==> src/rtl/spi_master_core.sv <==
// Bit-serial SPI master: one cs_n-framed full-duplex byte per s_axis beat; rx valid at 1+(2*DATA_WIDTH+1)*D cycles after the handshake.
// Backpressure: s_axis_tready is low while a frame runs or an unconsumed rx byte is held, so the rx register cannot overflow.
module spi_master_core #(
  parameter int DATA_WIDTH    = 8,
  parameter int DIVIDER_WIDTH = 32
) (
  input  logic                     clk_i,
  input  logic                     rstn_i,
  input  logic [DIVIDER_WIDTH-1:0] clk_divider_i,
  input  logic                     cpol_i,
  input  logic                     cpha_i,
  input  logic [DATA_WIDTH-1:0]    s_axis_tdata_i,
  input  logic                     s_axis_tvalid_i,
  output logic                     s_axis_tready_o,
  output logic [DATA_WIDTH-1:0]    m_axis_tdata_o,
  output logic                     m_axis_tvalid_o,
  input  logic                     m_axis_tready_i,
  output logic                     spi_sclk_o,
  output logic                     spi_cs_n_o,
  output logic                     spi_mosi_o,
  input  logic                     spi_miso_i,
  output logic                     busy_o
);

  localparam int EDGES = 2 * DATA_WIDTH;
  localparam int EW    = $clog2(EDGES + 1);
  localparam logic [DIVIDER_WIDTH-1:0] DIV_ONE = DIVIDER_WIDTH'(1);

  typedef enum logic [1:0] {IDLE, SETUP, TRANSFER, HOLD} state_t;

  state_t                   state_q, state_d;
  logic [DIVIDER_WIDTH-1:0] div_q, cnt_q;
  logic                     cpha_q;
  logic [EW-1:0]            edge_q, edge_nxt;
  logic [DATA_WIDTH-1:0]    tx_sh_q, rx_sh_q, rx_dat_q;
  logic                     sclk_q, mosi_q, rx_vld_q;
  logic                     start, tick, edge_evt, last_edge, sample_edge, drive_edge, frame_done;

  assign s_axis_tready_o = (state_q == IDLE) && !rx_vld_q && rstn_i;
  assign start           = s_axis_tvalid_i && s_axis_tready_o;
  assign tick            = (cnt_q == div_q - DIV_ONE);
  assign edge_evt        = tick && ((state_q == SETUP) || (state_q == TRANSFER));
  assign edge_nxt        = edge_q + EW'(1);
  assign last_edge       = (edge_nxt == EW'(EDGES));
  // Odd edges are leading; CPHA=1 moves sampling to trailing edges.
  assign sample_edge     = edge_nxt[0] ^ cpha_q;
  assign drive_edge      = !sample_edge && !last_edge;

  assign m_axis_tdata_o  = rx_dat_q;
  assign m_axis_tvalid_o = rx_vld_q;
  assign spi_sclk_o      = sclk_q;
  assign spi_mosi_o      = mosi_q;

  always_comb begin
    state_d    = state_q;
    frame_done = 1'b0;
    busy_o     = (state_q != IDLE);
    spi_cs_n_o = (state_q == IDLE);
    case (state_q)
      IDLE:     if (start) state_d = SETUP;
      SETUP:    if (tick) state_d = TRANSFER;
      TRANSFER: if (tick && last_edge) state_d = HOLD;
      HOLD: begin
        if (tick) begin
          state_d    = IDLE;
          frame_done = 1'b1;
        end
      end
      default:  state_d = IDLE;
    endcase
  end

  always_ff @(posedge clk_i) begin
    if (!rstn_i) begin
      state_q  <= IDLE;
      div_q    <= DIV_ONE;
      cnt_q    <= '0;
      cpha_q   <= 1'b0;
      edge_q   <= '0;
      tx_sh_q  <= '0;
      rx_sh_q  <= '0;
      rx_dat_q <= '0;
      rx_vld_q <= 1'b0;
      sclk_q   <= 1'b0;
      mosi_q   <= 1'b0;
    end else begin
      state_q <= state_d;
      if ((state_q == IDLE) || tick) cnt_q <= '0;
      else                           cnt_q <= cnt_q + DIV_ONE;

      if (rx_vld_q && m_axis_tready_i) rx_vld_q <= 1'b0;

      // Idle tracking also captures CPOL on the handshake cycle; it then holds through SETUP.
      if (state_q == IDLE) sclk_q <= cpol_i;

      if (start) begin
        div_q  <= (clk_divider_i == '0) ? DIV_ONE : clk_divider_i;
        cpha_q <= cpha_i;
        edge_q <= '0;
        if (cpha_i) begin
          tx_sh_q <= s_axis_tdata_i;
        end else begin
          mosi_q  <= s_axis_tdata_i[DATA_WIDTH-1];
          tx_sh_q <= s_axis_tdata_i << 1;
        end
      end

      if (edge_evt) begin
        edge_q <= edge_nxt;
        sclk_q <= ~sclk_q;
        if (sample_edge) rx_sh_q <= {rx_sh_q[DATA_WIDTH-2:0], spi_miso_i};
        if (drive_edge) begin
          mosi_q  <= tx_sh_q[DATA_WIDTH-1];
          tx_sh_q <= tx_sh_q << 1;
        end
      end

      if (frame_done) begin
        rx_dat_q <= rx_sh_q;
        rx_vld_q <= 1'b1;
      end
    end
  end

endmodule

==> config.mk <==
export PLATFORM = sky130hd
export DESIGN_NAME = spi_master_core
export DESIGN_NICKNAME = d
export VERILOG_FILES = /design/src/rtl/spi_master_core.sv
export SDC_FILE = /design/constraint.sdc
export NUM_CORES = 1
export LEC_CHECK = 0
export BUFFER_PORTS_ARGS = -buffer_cell sky130_fd_sc_hd__buf_2
export CAP_MARGIN = 25
export CORE_ASPECT_RATIO = 1.75
export CORE_MARGIN = 10
export CORE_UTILIZATION = 43
export DETAILED_ROUTE_END_ITERATION = 12
export PLACE_DENSITY = 0.73
export SLEW_MARGIN = 20
export SYNTH_ARGS = -nofsm -noshare
export SYNTH_HDL_FRONTEND = slang
export SYNTH_SLANG_ARGS = --single-unit
==> constraint.sdc <==
create_clock -name clk_i -period 3.4 [get_ports clk_i]
set_input_delay 0.17 -clock clk_i [delete_from_list [all_inputs] [get_ports clk_i]]
set_output_delay 0.17 -clock clk_i [all_outputs]
set_load 0.02 [all_outputs]
# Word-level counts from Yosys, hierarchy flattened
# Index checks and enable logic that the tools add are counted.
[totals]
regBits = 99
inputBits = 47
output_inout_bits = 14
[classes]
add_sub_neg = 3
n_eq_ne = 9
muxes = 22
bitwise_logic = 3
n_reduce_logical = 21
[op_table]
columns = ["op", "count"]
rows = [
  ["adder 32 x 1 -> 32 bit (second input constant)", 1],
  ["== test 32 bit", 1],
  ["logical NOT 32 bit", 1],
  ["2-to-1 mux 32 bit", 1],
  ["2-to-1 mux 8 bit", 4],
  ["subtractor 32 x 1 -> 32 bit (second input constant)", 1],
  ["2-to-1 mux 1 bit", 10],
  ["2-to-1 mux 5 bit", 2],
  ["2-to-1 mux 2 bit", 4],
  ["case mux 2 bit (4 select lines)", 1],
  ["nonzero test 2 bit", 4],
  ["logical AND 1 bit", 7],
  ["adder 5 x 1 -> 5 bit (second input constant)", 1],
  ["== test 5 bit (second input constant)", 1],
  ["== test 2 bit (second input constant)", 2],
  ["inequality test 2 x 1 -> 1 bit (second input constant)", 2],
  ["inequality test 2 bit (second input constant)", 2],
  ["AND reduction 4 bit", 1],
  ["logical NOT 1 bit", 3],
  ["== test 2 x 1 -> 1 bit (second input constant)", 1],
  ["logical NOT 2 bit", 1],
  ["logical OR 1 bit", 2],
  ["NOT 1 bit", 2],
  ["AND reduction 2 bit", 1],
  ["other kinds (2)", 2],
]

# Logic depth before layout (Yosys ltp)
# Gate-level depths: netlist (run 1).
[logic_depth]
ltp_word = 7
depth_mapped = 13

# Least setup slack after synthesis (run 1)
# OpenSTA, ideal clock, no wires.
[synth_timing]
path_kind = "register -> register"
startpoint = "reg div_q[0]"
endpoint = "reg state_q[1]"
setup_time_ns = 0.072
arrival_ns = 3.207
required_time_ns = 3.328
setup_slack_ns = 0.121
path_stages_with_launch = 12
n_path_buf = 0
synth_period_minus_slack_ns = 3.279
path_cell_list = "dfxtp_1 > inv_1 > ha_1 > or4b_4 > nand4b_4 > or3_1 > o211a_1 > a211o_1 > a2111oi_4 > a21oi_1 > a211oi_2 > mux2i_1"
[synth_between]
elab_chain_len = 5
elab_cells_between_ends = 7
classes_between = "add/sub (1); eq/ne (4); reduce/logical (2)"
[synth_rtl]
columns = ["item", "line_no", "rtl"]
rows = [
  ["start: declaration", "32", "logic [DIVIDER_WIDTH-1:0] div_q, cnt_q;"],
  ["start signal: assignment", "97", "div_q <= (clk_divider_i == '0) ? DIV_ONE : clk_divider_i;"],
  ["subtractor 32 x 1 -> 32 bit *", "41", "assign tick = (cnt_q == div_q - DIV_ONE);"],
  ["== test 32 bit *", "41", ""],
  ["logical AND 1 bit", "62", "TRANSFER: if (tick && last_edge) state_d = HOLD;"],
  ["inequality test 2 x 1 -> 1 bit (no source line)", "--", ""],
  ["AND reduction 4 bit (no source line) *", "--", ""],
  ["end signal: assignment", "87", "state_q <= state_d;"],
  ["end: declaration", "31", "state_t state_q, state_d;"],
]
# Every way passes the cells marked *; elsewhere a longest branch is shown, timed or not.
# A chain may end at the register's enable or synchronous reset.

# Worst setup path in the final report (run 1)
# Same ends and word-level chain as after synthesis.

==> impl_metrics.toml, run 1 <==
[critical_path]
r2r-end = "state_q[1]$_SDFFE_PN0P_"
path_max_fanout = 7
critical_path.startpoint = "div_q[0]$_SDFFE_PN1P_"
cp.required_ps = 3680
endpoint_kind = "flip-flop"
r2r_cells = 12
worstSetupStartpointType = "flip-flop"
r2r_slack_ps = 180
arrival_ps = 3500
rr_startpoint = "div_q[0]$_SDFFE_PN1P_"
crit_type = "reg2reg"

[floorplanning]
ios = 61
die_y_um = 167
dieArea_mm2 = 0.0174
start_util_pct = 44.0
core_area_mm2 = 0.0121
die_x_um = 104
rows = 53

[timing]
max_slew_margin_pct = 51.3
fin_tns_setup_ps = 0
max_slew.worst_pin.slew_ps = 730
finalClockSkew_ps = 8.16
fmax_mhz = 310
setup_viol = 0
setup_ws_ps = 178
period_minus_slack_ps = 3220
hold_viol_final = 0
maxSlewViolCount = 0
period_share_pct = 94.8

[route]
vias_per_cell = 5.49
dr.pass1.iters = 4
drt_iter0_drc = 304
wire_per_inst_um = 16.0
detail-route-antenna-nets = 0
drcViolationCount = 0
dr_total_vias = 4899
routed_wl_um = 14200

[job]
cap_violations = 0

[grt]
grt-ovfl-total = 0
antenna_found_initial = 0
grt_pass1_vias = 5026
grt_max_degree = 52
grt_pass1_wl_um = 23200
grt_usage_pct = 15.9

[power_and_ir_drop]
p_leak_nw = 2.72
comb_power_share_pct = 31.5
ir_worst_vdd_mv = 0.368
p_int_mw = 2.24
swShare_pct = 36.2
clkPwrFrac_pct = 28.9
p_switching_mw = 1.27
p_total_mw = 3.51
pwr_density_cell_mw_per_mm2 = 560
p_seq_share_pct = 39.5

[placement]
post-dp-hpwl_um = 10900
place_ws_ps = -53.5
place_congestion = 0.927
place_inst = 873
port_buffers = 60

[synth]
ys_ff_latch = 99
yosysWarningCount = 0
syn_avg_cell_area_um2 = 8.09
netlist_area_mm2 = 0.00531
async_flop_share_pct = 0
ys_seq_area_share_pct = 37.3
synthCells = 656
synth_edf_count = 0
synth_nets = 710
ys.flop_type = "dfxtp_1"
synth.distinct_cells = 56

[clock_tree]
cts_tree = "done"
path_clk_slew_ps = 80
cts_sinks = 99
htreeDepth = 3
cts-root-buf = "clkbuf_16"
clock_latency_ps = 350
clk_path_buf_depth = 2
cts_buffers = 9

[min_path]
hold_end = "div_q[28]$_SDFFE_PN0P_"
min_from = "clk_divider_i[28]"
min_delay_path_depth = 3
hp-class = "in2reg"

[final_layout]
syn_to_final_growth_pct = 18.2
final_cells = 893
antenna_cells = 0
drive_above_1_share_pct = 17.7
num-nets-final = 777

[status]
status = "complete, no violations"
[power groups by stage]
stage	registers, mW	logic, mW	clock network [mW]
after global routing	1.40	1.20	1.07
after global placement	1.40	1.01	0
after floorplan	1.38	0.712	0
after detailed placement	1.41	1.04	0
final	1.39	1.11	1.02
after CTS	1.39	1.05	1.02
[per-stage QoR]
| step | instance area (µm²) | hold slack, ps | utilization (%) |
|---|---|---|---|
| detailed placement | 5890 | 377 | 48.8 |
| CTS | 6190 | 15.5 | 51.3 |
| global route | 6270 | 31.9 | 52.0 |
| floorplan | 5310 | 269 | - |
| finish | 6270 | 19.0 | 52.0 |
| global placement | 5890 | 372 | 48.8 |
[timing repair]
action,4_1_cts,5_1_grt
cloned,0,0
gates resized for setup,0,12
setup endpoints to repair,13,64
setup buffers,1,3
hold buffers,0,0
pin swaps,1,1
[sequential cells by signal, summed over array words and instances (netlist names)]
register and cells:
div_q 32, spi_mosi_o 1, rx_sh_q 8, tx_sh_q 8
state_q 2, spi_sclk_o 1, edge_q 5, m_axis_tdata_o 8
cpha_q 1, m_axis_tvalid_o 1, cnt_q 32
[kinds of logic after synthesis]
group | Yosys count | synth area share, %
AND/OR/NAND/NOR | 327 | 30.1
flip-flops | 99 | 37.3
XOR/XNOR | 70 | 11.6
AO/OA/AOI/OAI | 67 | 8.89
buffers and inverters | 51 | 3.89
multiplexers | 35 | 6.60
adder cells (fa/ha/maj) | 7 | 1.65
[routing by layer]
metal / vias to the layer above / GRT usage [%] / share of wire, %
li1: 2398 / - / -
met1: 2292 / 15.0 / 37
met2: 156 / 30.4 / 54
met3: 53 / 3.21 / 4.6
met4: 0 / 9.73 / 5.1
met5: - / 0 / 0
[cell usage after synthesis, types with 4 or more instances]
library cell | count | area, µm²
buf_1 | 7 | 26.3
a211oi_1 | 4 | 30.0
ha_1 | 7 | 87.6
o21ai_0 | 18 | 90.1
nor4_1 | 11 | 68.8
buf_2 | 6 | 30.0
xor2_1 | 38 | 333
dfxtp_1 | 99 | 1980
nand3_1 | 53 | 265
nor3_1 | 22 | 110
and4_1 | 4 | 35.0
clkbuf_1 | 24 | 90.1
nand4_1 | 14 | 87.6
a21oi_1 | 11 | 55.1
nand2_1 | 99 | 372
o31ai_1 | 4 | 30.0
nand2b_1 | 6 | 37.5
or3_1 | 5 | 31.3
o21a_1 | 6 | 45.0
a211o_1 | 4 | 35.0
mux2i_1 | 35 | 350
xnor2_1 | 32 | 280
and2_1 | 5 | 31.3
nor2_1 | 78 | 293
inv_1 | 12 | 45.0
and3_1 | 10 | 62.6
[how the worst max path moves through the flow]
stage,endpoint,cells after the start
finish,state_q[1]$_SDFFE_PN0P_,12
global route,tx_sh_q[4]$_SDFF_PN0_,13
floorplan,state_q[1]$_SDFFE_PN0P_,11
global placement,edge_q[0]$_SDFFE_PN0P_,11
CTS,rx_sh_q[6]$_SDFFE_PN0P_,14
detailed placement,edge_q[0]$_SDFFE_PN0P_,11
[area by class of cell]
type | count | area, µm²
Clock buffer | 9 | 225
Tap cell | 165 | 206
Inverter | 13 | 48.8
Fill cell | 1164 | 5800
Timing Repair Buffer | 94 | 579
Sequential cell | 99 | 1980
Clock inverter | 7 | 65.1
Multi-Input combinational cell | 506 | 3160
[worst max-delay path, stage by stage (launching register included)]
cell       delay, ps
dfxtp_2          340
inv_1             80
ha_1             160
or4b_4           460
nand4b_4         180
or3_1            390
o211a_1          140
a211o_1          300
a2111oi_4        320
buf_6            190
nand2_1           90
a211oi_2         300
mux2i_1          210
[cell usage in the layout, fill, tap and decap left out, drive strengths merged, types with 2 or more instances in the layout]
cell / netlist / routed
nand3: 54 / 54
mux2i: 35 / 35
o21ai: 18 / 18
and3: 10 / 10
a21oi: 11 / 11
nand4b: 2 / 2
nand3b: 3 / 3
ha: 7 / 7
or2: 2 / 2
dfxtp: 99 / 99
nor2: 78 / 78
or3: 5 / 5
clkinv: 1 / 2
a211o: 4 / 4
o31ai: 4 / 4
a31oi: 3 / 3
o21a: 6 / 6
nand2: 99 / 99
a21o: 2 / 2
buf: 14 / 94
or4: 3 / 3
a211oi: 5 / 5
and4: 4 / 4
nor3: 22 / 22
nor4: 14 / 14
o22ai: 2 / 2
and2: 5 / 5
xor2: 38 / 38
nand2b: 6 / 6
xnor2: 32 / 32
a221oi: 2 / 2
nand4: 14 / 14
inv: 12 / 17
clkbuf: 24 / 9
a2111oi: 3 / 3
o211ai: 2 / 2
(Power assumes the default switching activity.)
==> run 2, diff against run 1 <==
--- a/config.mk
+++ b/config.mk
@@ -11,7 +11,7 @@
 export CORE_MARGIN = 10
 export CORE_UTILIZATION = 43
 export DETAILED_ROUTE_END_ITERATION = 12
-export PLACE_DENSITY = 0.73
+export PLACE_DENSITY = 0.71
 export SLEW_MARGIN = 20
 export SYNTH_ARGS = -nofsm -noshare
 export SYNTH_HDL_FRONTEND = slang
==> constraint.sdc (replaced) <==
create_clock -name clk_i -period 4 [get_ports clk_i]
set_input_delay 0.2 -clock clk_i [delete_from_list [all_inputs] [get_ports clk_i]]
set_output_delay 0.2 -clock clk_i [all_outputs]
set_load 0.1 [all_outputs]
==> impl_metrics.toml, run 2 (synthesis gave the netlist of run 1 again) <==
[timing]
rsz0062_at_grt = "no"
max_slew_margin_pct = 54.6
max_slew.worst_pin.slew_ps = 676
hold_viol_final = 0
fin_tns_setup_ps = 0
period_share_pct = 93.9
finalClockSkew_ps = 8.31
setup_viol = 0
maxSlewViolCount = 0
holdWs_ps = 50.2
fmax_mhz = 266
period_minus_slack_ps = 3760

[placement]
port_buffers = 60
place_inst = 851
place_congestion = 0.890
post-dp-hpwl_um = 10300

[critical_path]
endpoint_kind = "flip-flop"
crit_type = "reg2reg"
crit_family = "simple AND/OR/NAND/NOR gates"
crit_path_max_incr_delay_ps = 590
path_max_fanout = 11
crit_chain = "inv_1 > ha_1 > or4b_4 > nand4b_4 > or3_1 > o211a_1 > a211o_1 > a2111oi_4 > nand3_2 > and3_1 > o21a_1"
arrival_ps = 4010
slowest_stage = "a2111oi_4"
worstSetupStartpointType = "flip-flop"
cp.required_ps = 4250
critPathBufInv = 1

[route]
drt_iter0_drc = 241
drcViolationCount = 0
wire_per_inst_um = 15.3
dr_total_vias = 4680
dr.pass1.iters = 4
routed_wl_um = 13300
vias_per_cell = 5.40
detail-route-antenna-nets = 0

[floorplanning]
start_util_pct = 44.0
ios = 61
die_y_um = 167
core_area_mm2 = 0.0121
dieArea_mm2 = 0.0174
rows = 53
die_x_um = 104

[final_layout]
drive_above_1_share_pct = 14.2
final_common_cell = "dfxtp_1"
antenna_cells = 0
fillers = 1185
num-nets-final = 751
largestRegisters = "cnt_q (32), div_q (32)"
final_cell_mix = "dfxtp_1, nand2_1, nor2_1"
final_cells = 867
syn_to_final_growth_pct = 13.9

[status]
status = "complete, no violations"

[clock_tree]
cts_buffers = 9
cts-root-buf = "clkbuf_16"
cts_tree = "done"
cts_sinks = 99
post-cts-setup-buffers = 0
path_clk_slew_ps = 70
cts_hold_buf = 0
cts_resized = 0
clk_path_buf_depth = 2
clock_latency_ps = 350
htreeDepth = 3

[grt]
grt_usage_pct = 15.3
grt_pass1_wl_um = 22700
grt_pass1_vias = 4712
antenna_found_initial = 0
grt_max_degree = 38
grt-ovfl-total = 0

[power_and_ir_drop]
pwr_density_cell_mw_per_mm2 = 489
p_leak_nw = 2.59
ir_worst_vdd_mv = 0.392

[min_path]
hp-class = "in2reg"

[job]
cap_violations = 0
==> run 2: routing by layer <==
layer / track usage, % / share of wire (%) / vias up
met5: 0 / 0 / -
met4: 6.81 / 2.7 / 0
met3: 2.94 / 3.6 / 22
met2: 28.9 / 55 / 85
met1: 15.9 / 39 / 2234
li1: - / - / 2339
==> run 2: worst register-to-register path, stage by stage, from the launching register on <==
cell and delay [ps]:
dfxtp_1 350, inv_1 90, ha_1 240, or4b_4 540, nand4b_4 250, or3_1 410
o211a_1 130, a211o_1 300, a2111oi_4 590, nand3_2 310, and3_1 280, o21a_1 180
==> run 2: area by class of cell <==
cell class,instances,area (µm²),area share (%)
well taps,165,206,3.42
clock inverters,7,68.8,1.14
flip-flops and latches,99,1980,32.8
inverters,13,52.6,0.870
multi-input cells,506,3140,51.9
repair buffers,68,373,6.17
clock buffers,9,225,3.73
==> run 2: where the power goes <==
group	leakage, nW	switching, mW	internal, mW
clock	0.144	0.414	0.438
sequential	0.805	0.126	1.07
combinational	1.64	0.589	0.313
==> run 2: worst paths after layout <==
path	depth (start not counted)	endpoint	slack, ps	startpoint
worst max-delay path	11	edge_q[0]$_SDFFE_PN0P_	240	div_q[0]$_SDFFE_PN1P_
worst min-delay path	3	div_q[4]$_SDFFE_PN0P_	50	clk_divider_i[4]
worst max register to register	11	edge_q[0]$_SDFFE_PN0P_	240	div_q[0]$_SDFFE_PN1P_
worst min register to register	2	cpha_q$_SDFFE_PN0P_	480	cpha_q$_SDFFE_PN0P_
==> run 2: through the flow <==
step | power, mW | worst slack [ps] | instance area (µm²) | util, %
floorplan | 1.90 | 376 | 5330 | -
global placement | 2.09 | 337 | 5750 | 47.6
detailed placement | 2.12 | 260 | 5750 | 47.6
CTS | 2.96 | 245 | 6040 | 50.1
global route | 3.11 | 25.1 | 6040 | 50.1
finish | 2.96 | 244 | 6040 | 50.1
==> run 3, diff against run 2 <==
--- a/config.mk
+++ b/config.mk
@@ -9,9 +9,9 @@
 export CAP_MARGIN = 25
 export CORE_ASPECT_RATIO = 1.75
 export CORE_MARGIN = 10
-export CORE_UTILIZATION = 43
+export CORE_UTILIZATION = 40
 export DETAILED_ROUTE_END_ITERATION = 12
-export PLACE_DENSITY = 0.71
+export PLACE_DENSITY_LB_ADDON = 0.12
 export SLEW_MARGIN = 20
 export SYNTH_ARGS = -nofsm -noshare
 export SYNTH_HDL_FRONTEND = slang
==> impl_metrics.toml, run 3 (synthesis gave the netlist of run 1 again) <==
[clock_tree]
cts_tree = "done"
clk_path_buf_depth = 2
post-cts-setup-buffers = 0
cts_hold_buf = 0
htreeDepth = 3
cts_sinks = 99
cts_buffers = 9
cts-root-buf = "clkbuf_16"
clock_latency_ps = 350
path_clk_slew_ps = 70
cts_resized = 0

[placement]
place_congestion = 0.855
port_buffers = 60
post-dp-hpwl_um = 10600
place_ws_ps = 326

[grt]
grt_pass1_wl_um = 22200
antenna_found_initial = 0
grt-ovfl-total = 0
grt_pass1_vias = 4675
grt_max_degree = 39
grt_usage_pct = 14.8

[power_and_ir_drop]
swShare_pct = 37.8
p_leak_nw = 2.61
p_int_mw = 1.84
p_seq_share_pct = 40.5
pwr_density_cell_mw_per_mm2 = 485
ir_worst_vdd_mv = 0.398
p_total_mw = 2.96
clkPwrFrac_pct = 28.2
comb_power_share_pct = 31.3
p_switching_mw = 1.12

[route]
vias_per_cell = 5.31
drt_iter0_drc = 211
route.layer.met1.wl_um = 5470
dr_wl_met2_um = 7290
dr_total_vias = 4662
detail-route-antenna-nets = 0
route.met3.wl_um = 447
dr.max_layer_used = "met4"
drcViolationCount = 0
wire_per_inst_um = 15.3
routed_wl_um = 13500
dr.pass1.iters = 5

[critical_path]
cp.required_ps = 4240
arrival_ps = 3920
slowest_stage = "a2111oi_4"
worstSetupStartpointType = "flip-flop"
cp-endpoint = "edge_q[0]$_SDFFE_PN0P_"
rr_startpoint = "div_q[0]$_SDFFE_PN1P_"
path_max_fanout = 11
crit_chain = "inv_1 > ha_1 > or4b_4 > nand4b_4 > or3_1 > o211a_1 > a211o_1 > a2111oi_4 > nand3_2 > and3_1 > o21a_1"
r2r-end = "edge_q[0]$_SDFFE_PN0P_"
r2r_slack_ps = 320
r2r_cells = 11
critPathBufInv = 1
endpoint_kind = "flip-flop"
critical_path.startpoint = "div_q[0]$_SDFFE_PN1P_"
crit_type = "reg2reg"
critical_path_depth = 11
crit_path_max_incr_delay_ps = 550
crit_family = "simple AND/OR/NAND/NOR gates"

[timing]
max_slew.worst_pin.slew_ps = 586
max_slew_margin_pct = 60.6
period_minus_slack_ps = 3680
fin_tns_setup_ps = 0
maxSlewViolCount = 0
setup_viol = 0
finalClockSkew_ps = 10.8
rsz0062_at_grt = "no"
setup_ws_ps = 318
hold_viol_final = 0
period_share_pct = 92.0
fmax_mhz = 272

[final_layout]
largestRegisters = "cnt_q (32), div_q (32)"
num-nets-final = 756
final_cell_mix = "nand2_1, dfxtp_1, nor2_1"
postLayoutCoreUtil_pct = 46.9
antenna_cells = 0
syn_to_final_growth_pct = 15.0
drive_above_1_share_pct = 14.7

[floorplanning]
die_y_um = 172
dieArea_mm2 = 0.0185
rows = 55
ios = 61
start_util_pct = 40.8
core_area_mm2 = 0.0130
die_x_um = 107

[min_path]
hp-class = "in2reg"
min_from = "clk_divider_i[28]"

[job]
cap_violations = 0

[status]
status = "complete, no violations"
## run 3: worst min path at each step
stage / slack, ps / end / cells past startpoint
3_5_place_dp: 410 / div_q[28]$_SDFFE_PN0P_ / 3
6_report: 50 / div_q[28]$_SDFFE_PN0P_ / 3
3_3_place_gp: 410 / div_q[5]$_SDFFE_PN0P_ / 3
5_1_grt: 70 / div_q[30]$_SDFFE_PN0P_ / 3
2_1_floorplan: 300 / div_q[11]$_SDFFE_PN0P_ / 2
4_1_cts: 50 / div_q[28]$_SDFFE_PN0P_ / 3
## run 3: through the flow
step / area (µm²) / instances / hold slack (ps)
2_1_floorplan: 5330 / 656 / 299
3_3_place_gp: 5780 / 861 / 407
3_5_place_dp: 5810 / 862 / 410
4_1_cts: 6100 / 878 / 47.4
5_1_grt: 6100 / 878 / 67.0
6_report: 6100 / 878 / 53.3
## run 3: final cells by class
class	count	area, µm²
multi-input combinational	506	3130
fill	1300	6900
clock buffer	9	225
sequential	99	1980
clock inverter	7	65.1
inverter	13	52.6
tap	171	214
timing repair buffer	73	430
## run 3: per-layer routing
layer	GRT usage (%)	vias up
li1	-	2350
met1	15.8	2220
met2	28.0	70
met3	2.68	22
met4	5.44	0
met5	0	-
## run 3: power by group through the flow
stage / Combinational, mW / Sequential [mW] / Clock, mW
floorplan: 0.707 / 1.19 / 0
global placement: 0.901 / 1.22 / 0
detailed placement: 0.931 / 1.22 / 0
CTS: 0.935 / 1.20 / 0.859
global route: 1.02 / 1.22 / 0.905
finish: 0.927 / 1.20 / 0.836
## run 3: tightest hold or removal path, stage by stage
cell,delay [ps]
buf_2,90
nand2_1,50
nand2_1,40
